<file path="src/rtl/seg_scan_driver.sv">
// Time-multiplexed scanner for an NDIG-digit 7-segment display, with frame-aligned word commits.
// Optional macro LEADING_ZERO_BLANK_EN suppresses leading zero digits (digit 0 always shown).
module seg_scan_driver #(
  parameter int NDIG  = 8,
  parameter int DIV   = 50000,
  parameter int BLANK = 4
) (
  input  logic                    clk,
  input  logic                    rst,
  input  logic                    en,
  input  logic                    load_valid,
  output logic                    load_ready,
  input  logic [4*NDIG-1:0]       load_data,
  output logic [3:0]              bcd,
  output logic [NDIG-1:0]         dig_sel,
  output logic [$clog2(NDIG)-1:0] scan_idx,
  output logic                    frame_done
);

  localparam int IW = $clog2(NDIG);
  localparam int CW = $clog2(DIV);
  localparam logic [CW-1:0] CNT_LAST   = CW'(DIV - 1);
  localparam logic [CW-1:0] BLANK_LAST = CW'(BLANK - 1);
  localparam logic [IW-1:0] IDX_LAST   = IW'(NDIG - 1);

  typedef enum logic [1:0] {S_IDLE, S_BLANK, S_SHOW} state_t;

  state_t            state, state_n;
  logic [CW-1:0]     cnt, cnt_n;
  logic [IW-1:0]     idx, idx_n;
  logic [4*NDIG-1:0] cur, cur_n, pend;
  logic              pend_v;
  logic              commit, wrap, lit;
  logic [3:0]        bcd_n;
  logic [NDIG-1:0]   dig_sel_n;

  assign load_ready = ~pend_v;
  assign scan_idx   = idx;

  always_comb begin
    // NOTE: every variable gets a default before the case so no path leaves it unassigned (no latch).
    state_n = state;
    cnt_n   = cnt;
    idx_n   = idx;
    commit  = 1'b0;
    wrap    = 1'b0;
    if (!en) begin
      state_n = S_IDLE;
      cnt_n   = '0;
      idx_n   = '0;
    end else begin
      case (state)
        S_IDLE: begin
          state_n = S_BLANK;
          cnt_n   = '0;
          idx_n   = '0;
          commit  = pend_v;
        end
        S_BLANK: begin
          cnt_n = cnt + 1'b1;
          if (cnt == BLANK_LAST) state_n = S_SHOW;
        end
        S_SHOW: begin
          if (cnt == CNT_LAST) begin
            cnt_n   = '0;
            state_n = S_BLANK;
            if (idx == IDX_LAST) begin
              idx_n  = '0;
              wrap   = 1'b1;
              commit = pend_v;
            end else begin
              idx_n = idx + 1'b1;
            end
          end else begin
            cnt_n = cnt + 1'b1;
          end
        end
        default: state_n = S_IDLE;
      endcase
    end
    cur_n = commit ? pend : cur;
  end

`ifdef LEADING_ZERO_BLANK_EN
  // hi_zero[i] is set when digit i and every digit above it are zero.
  logic [NDIG-1:0] hi_zero;
  always_comb begin
    hi_zero           = '1;
    hi_zero[NDIG-1]   = (cur_n[4*NDIG-1 -: 4] == 4'd0);
    for (int i = NDIG - 2; i >= 0; i--)
      hi_zero[i] = hi_zero[i+1] && (cur_n[4*i +: 4] == 4'd0);
  end
`endif

  // Outputs are decoded from next-state values so the registers line up with the state they describe.
  always_comb begin
    lit = (state_n == S_SHOW);
`ifdef LEADING_ZERO_BLANK_EN
    if (idx_n != '0 && hi_zero[idx_n]) lit = 1'b0;
`endif
    bcd_n     = lit ? cur_n[4*idx_n +: 4] : 4'hF;
    dig_sel_n = lit ? ~(NDIG'(1) << idx_n) : '1;
  end

  always_ff @(posedge clk or posedge rst) begin
    if (rst) begin
      state      <= S_IDLE;
      cnt        <= '0;
      idx        <= '0;
      cur        <= '0;
      pend       <= '0;
      pend_v     <= 1'b0;
      bcd        <= 4'hF;
      dig_sel    <= '1;
      frame_done <= 1'b0;
    end else begin
      // NOTE: non-blocking assignments so every register samples pre-edge values, independent of order.
      state      <= state_n;
      cnt        <= cnt_n;
      idx        <= idx_n;
      cur        <= cur_n;
      bcd        <= bcd_n;
      dig_sel    <= dig_sel_n;
      frame_done <= wrap;
      // A commit needs pend_v=1 and a transfer needs pend_v=0, so these never collide.
      if (commit) pend_v <= 1'b0;
      if (load_valid && !pend_v) begin
        pend   <= load_data;
        pend_v <= 1'b1;
      end
    end
  end

endmodule

</file>
<file path="config.mk">
export PLATFORM = sky130hd
export DESIGN_NAME = seg_scan_driver
export DESIGN_NICKNAME = d
export VERILOG_FILES = /design/src/rtl/seg_scan_driver.sv
export SDC_FILE = /design/constraint.sdc
export NUM_CORES = 1
export LEC_CHECK = 0
export BUFFER_PORTS_ARGS = -buffer_cell sky130_fd_sc_hd__buf_2
export CAP_MARGIN = 0
export CELL_PAD_IN_SITES_DETAIL_PLACEMENT = 0
export CELL_PAD_IN_SITES_GLOBAL_PLACEMENT = 1
export CORE_ASPECT_RATIO = 1.4
export CORE_MARGIN = 3
export CORE_UTILIZATION = 45
export DETAILED_ROUTE_END_ITERATION = 12
export MAX_ROUTING_LAYER = met4
export PLACE_DENSITY = 0.82
export REMOVE_ABC_BUFFERS = 1
export SLEW_MARGIN = 30
export SYNTH_ARGS = -nofsm -noshare
export SYNTH_HDL_FRONTEND = slang
export SYNTH_SLANG_ARGS = --single-unit
</file>
<file path="constraint.sdc">
create_clock -name clk -period 6.2 [get_ports clk]
set_clock_uncertainty 0.1 [all_clocks]
set_input_delay 0.31 -clock clk [delete_from_list [all_inputs] [get_ports clk]]
set_output_delay 0.31 -clock clk [all_outputs]
set_load 0.005 [all_outputs]
</file>
Yosys cells after proc, flatten, opt, wreduce, memory -nomap -nowiden
Index checks and enable logic that the tools add are counted.

operators by class
  add/sub/neg operators = 2
  reductions and logical operators = 4
  bitwise gates (word level) = 2
  mux-type cells = 24
  equality and inequality tests = 7
  shifts and indexed selects = 2

operator list
  cell                                                  count
  case mux 16 bit (3 select lines)                      1
  two-way mux 16 bit                                    2
  two-way mux 32 bit                                    1
  variable part select 32 x 6 -> 4 bit                  1
  adder 16 x 1 -> 16 bit, second input constant         1
  equality test 16 bit, second input constant           1
  equality test 16 x 2 -> 1 bit, second input constant  1
  two-way mux 1 bit                                     9
  two-way mux 3 bit                                     3
  two-way mux 8 bit                                     1
  NOT 8 bit                                             1
  << shifter 1 x 3 -> 8 bit, first input constant       1
  two-way mux 2 bit                                     3
  case mux 2 bit (3 select lines)                       1
  case mux 3 bit (2 select lines)                       1
  equality test 2 bit, second input constant            2
  two-way mux 4 bit                                     1
  != test 4 x 1 -> 1 bit, second input constant         1
  adder 3 x 1 -> 3 bit, second input constant           1
  equality test 3 bit, second input constant            1
  equality test 2 x 1 -> 1 bit, second input constant   1
  logical NOT 2 bit                                     1
  case mux 1 bit (2 select lines)                       1
  nonzero test 2 bit                                    1
  3 further kinds                                       3

word-level totals
  register bits = 99
  logic and storage cells = 50
  output and inout port bits = 17
  input port bits = 36

Depth between registers and ports, before layout
  depth after elaboration = 8
  mapped depth = 12
  depth with buffers taken out = 10

Worst setup path before layout
OpenSTA, ideal clock, no wires.

  kind = flip-flop to flip-flop
  start = reg cnt[0]
  end = reg bcd[1]
  stages on the path, launching flop included = 12
  clock period less this slack = 2875 ps
  arrival time = 2676 ps
  path buffers = 2
  library setup time = 98 ps
  data required time = 6002 ps
  setup slack = 3325 ps
  path through = dfrtp_1 ha_1 or4b_4 or4_4 buf_6 mux2i_4 nand2_4 clkinv_4 buf_12 a21oi_1 nor2_1 a221oi_1

on the way
  elaborated cells between the ends (all ways) = 16
  classes of those cells = 3 x eq/ne; 1 x shift; 12 x mux

RTL lines
  item                                  RTL line  text
  start: declaration                    29        logic [CW-1:0] cnt, cnt_n;
  start signal: assignment              119       cnt <= cnt_n;
  equality test 16 bit                  64        if (cnt == CNT_LAST) begin
  two-way mux 3 bit                     64
  case mux 3 bit (2 select lines)       52        case (state)
  two-way mux 3 bit                     47        if (!en) begin
  net idx_n[1]                          30        logic [IW-1:0] idx, idx_n;
  variable part select 32 x 6 -> 4 bit  101       bcd_n = lit ? cur_n[4*idx_n +: 4] : 4'hF;
  two-way mux 4 bit                     101
  net bcd_n[1]                          34        logic [3:0] bcd_n;
  end signal: assignment                122       bcd <= bcd_n;
  end: declaration                      14        output logic [3:0] bcd,

The timed path passes the listed nets, and every way through them passes these cells.
A chain may end at the register's enable or synchronous reset.

Worst setup path after layout
  start = reg cnt[0]
  end = reg bcd[0]

on the way
  word-level cells in the longest chain between the ends = 7
  elaborated cells between the ends (all ways) = 16
  classes of those cells = 3 x eq/ne; 1 x shift; 12 x mux

ends and longest elaborated chain
  item                                  RTL line  text
  equality test 16 bit                  64
  two-way mux 1 bit                     64
  case mux 1 bit (2 select lines)       52
  two-way mux 1 bit                     47
  two-way mux 32 bit                    81        cur_n = commit ? pend : cur;
  variable part select 32 x 6 -> 4 bit  101
  two-way mux 4 bit (*)                 101
  net bcd_n[0]                          34

The timed path passes the listed nets; every way through them passes the cells marked *.

==> impl_metrics.yaml <==
logic_synthesis:
  synth_edf_count: 0
  syn_area_mm2: 0.004534
  ys_ff_latch: 99
  syn_area_per_cell_um2: 10.52
  yosys_warnings: 0
  async_reset_ff_share_pct: 100.0
  synth_cells: 431
  synth.top_cell.area_share_pct: 48.01
  yosysUniqueCellTypes: 49
  synth_top_area_cell: "dfrtp_1"
  seq_area_frac_synth_pct: 54.97
  synth.top_cells.by_area: "dfrtp_1 (48%), nand2_1 (8.3%), mux2_2 (8.2%)"
  synth_flop_cell: "dfrtp_1"
grt:
  grt.overflow.total: 0
  antenna_found_initial: 0
  grtUsageTotal_pct: 18.56
  grt_pass1_vias: 3419
  grt_max_degree: 82
  grt_pass1_wl_um: 16560
routing:
  drcViolationCount: 0
  first_pass_iters: 4
  vias: 3232
  wl_per_cell_um: 15.00
  ant_nets: 0
  routed_via_density: 5.230
  first_iter_violations: 104
  routed_wl_um: 9272
placement:
  place_congestion: 0.8056
  hpwl_um: 6423
  port_buffers: 52
  preCtsSetupSlack_ns: 2.596
finish:
  fin_nets: 524
  n_fill_cell: 888
  seq_area_mm2: 0.002492
  drive_above_1_share_pct: 27.37
  multi_input_area_mm2: 0.001884
  insertedDiodeCount: 0
  area.growth.synth_to_final_pct: 14.82
clocking:
  clock_path_buffers: 2
  numCtsBuffers: 9
  cts_tree: "yes"
  h-tree-depth: 3
  cts.sinks: 99
  clk-insertion-delay-late_ns: 0.34
  cts_setup_buffers: 0
  root_buffer: "clkbuf_16"
  clk_pin_slew_ns: 0.07
setup_path:
  critPathCaptureType: "flop"
  crit_type: "flop to flop"
  critPathMaxFanout: 28
  cp.arrival_ns: 3.80
  crit_path_start_kind: "flop"
  cp.required_ns: 6.34
timing:
  finalCriticalPeriod_ns: 3.652
  tightest_slew_ns: 0.8754
  finalHoldViolations: 0
  rsz0062_at_grt: "false"
  finalSetupViolCount: 0
  maxSlewViolCount: 0
  timing.setup.tns_ns: 0
  finalWorstSetupSlack_ns: 2.548
  fin_crit_sh_pct: 58.91
  slew_headroom_pct: 41.52
  fmax_ghz: 0.2738
power_and_ir_drop:
  clkPwrFrac_pct: 32.1
  swShare_pct: 26.94
  ir_worst_vdd_v: 0.0001227
  intPower_mw: 1.234
  p_per_area_mw_per_mm2: 324.5
  power_frac_comb_pct: 16.3
  p_seq_share_pct: 51.6
  power_switching_mw: 0.4551
  p_leak_nw: 2.416
worst_hold_path:
  min_path_type: "input port to flop"
floorplanning:
  start_util_pct: 47.15
  core.rowCount: 42
  core_mm2: 0.009617
  die_area_mm2: 0.01133
  fp.dieH_um: 124.8
  io_pins: 53
  die_w_um: 90.84
outcome:
  status: "completed"
flow_run:
  maxCapViolCount: 0
## cell usage in the layout, fill, tap and decap left out, drive strengths merged, types with 2 or more instances in the layout
cell / count
a21oi: 11
a221oi: 8
a22oi: 4
a311oi: 4
and3: 4
buf: 56
clkbuf: 12
clkinv: 4
dfrtp: 87
dfstp: 12
ha: 7
inv: 16
mux2: 33
mux2i: 10
nand2: 101
nand2b: 3
nand3: 28
nand4: 6
nor2: 27
nor3: 5
o21ai: 14
or2: 3
or3: 2
or4: 4
xnor2: 3
xor2: 8
## final timing paths
path,start,end,slack [ns],cells past startpoint
setup / recovery,cnt[0],bcd[0],2.55,9
hold / removal,load_data[8],pend[8],0.1,2
setup reg to reg,cnt[0],bcd[0],2.55,9
hold reg to reg,cur[17],cur[17],0.37,2
max in group asynchronous,rst,pend[11],4.69,4
min in group asynchronous,rst,frame_done,0.36,3
## synth_stat cells, drive strengths merged (2+ instances only)
cell	number
a22oi	4
xnor2	3
a311oi	4
nor3	5
and3	4
or4	4
a21oi	11
mux2	33
nand2	101
nand4	6
clkbuf	6
o21ai	14
dfstp	12
buf	12
nand3	28
ha	7
a221oi	8
nor2	27
dfrtp	87
or2	3
mux2i	10
xor2	8
inv	16
or3	2
nand2b	3
## through the flow
step | utilization [%] | hold slack [ns] | cell area, um^2 | total power, mW | instances
global placement | 50.86 | 0.1628 | 4891 | 1.142 | 601
detailed placement | 50.94 | 0.1693 | 4898 | 1.159 | 601
CTS | 54.05 | 0.08647 | 5197 | 1.713 | 618
floorplan | - | 0.3350 | 4418 | 1.065 | 413
global route | 54.14 | 0.09818 | 5206 | 1.795 | 618
finish | 54.14 | 0.09739 | 5206 | 1.689 | 618
## registers in the layout (all words and copies together), names as in the netlist
name,flops
cnt,16
bcd,4
scan_idx,3
cur,32
pend_v,1
pend,32
dig_sel,8
state,2
frame_done,1
## cells by family (layout without fill, tap and decap cells)
logic type / after synthesis / after routing / synth area share, %
multiplexers: 43 / 43 / 10.68
AND/OR/NAND/NOR: 188 / 188 / 18.63
AO/OA/AOI/OAI: 48 / 48 / 7.588
adder cells (fa/ha/maj): 7 / 7 / 1.931
flip-flops: 99 / 99 / 54.97
XOR/XNOR: 11 / 11 / 2.125
buffers and inverters: 35 / 90 / 4.084
## area by class of cell
type | instances | area share, %
Clock buffer | 12 | 4.542
Sequential cell | 99 | 47.87
Timing Repair Buffer | 57 | 5.840
Inverter | 17 | 1.370
Clock inverter | 4 | 1.009
Multi-Input combinational cell | 297 | 36.19
Tap cell | 132 | 3.172
## worst max-delay path, stage by stage, from the launching register on
cell      delay [ns]
dfrtp_1         0.42
ha_1            0.22
or4b_4          0.50
nor4_1          0.65
a32o_2          0.66
buf_4           0.28
a22oi_1         0.10
a221oi_1        0.29
a311oi_1        0.09
a221oi_1        0.24
## metal layers
metal  vias to the layer above  track usage, %  share of wire (%)
met4                         0           8.792                2.2
met1                      1576           23.05                 44
met2                        64           29.97                 50
li1                       1578               -                  -
met5                         -               -                  0
met3                        14           2.598                3.7
## repair_timing
item                                   in CTS  in global routing
gates resized for setup                     0                  0
hold buffers                                1                  0
endpoints found under the hold margin      18                  0
setup endpoints to repair                   0                  0
## power groups by stage
stage               Clock (mW)  Sequential [mW]  Combinational [mW]
floorplan                    0            0.852               0.213
global placement             0            0.879               0.264
detailed placement           0            0.883               0.276
CTS                      0.560            0.874               0.279
global route             0.587            0.890               0.317
finish                   0.543            0.872               0.275
Note: power is estimated with default switching activity, not from simulation.
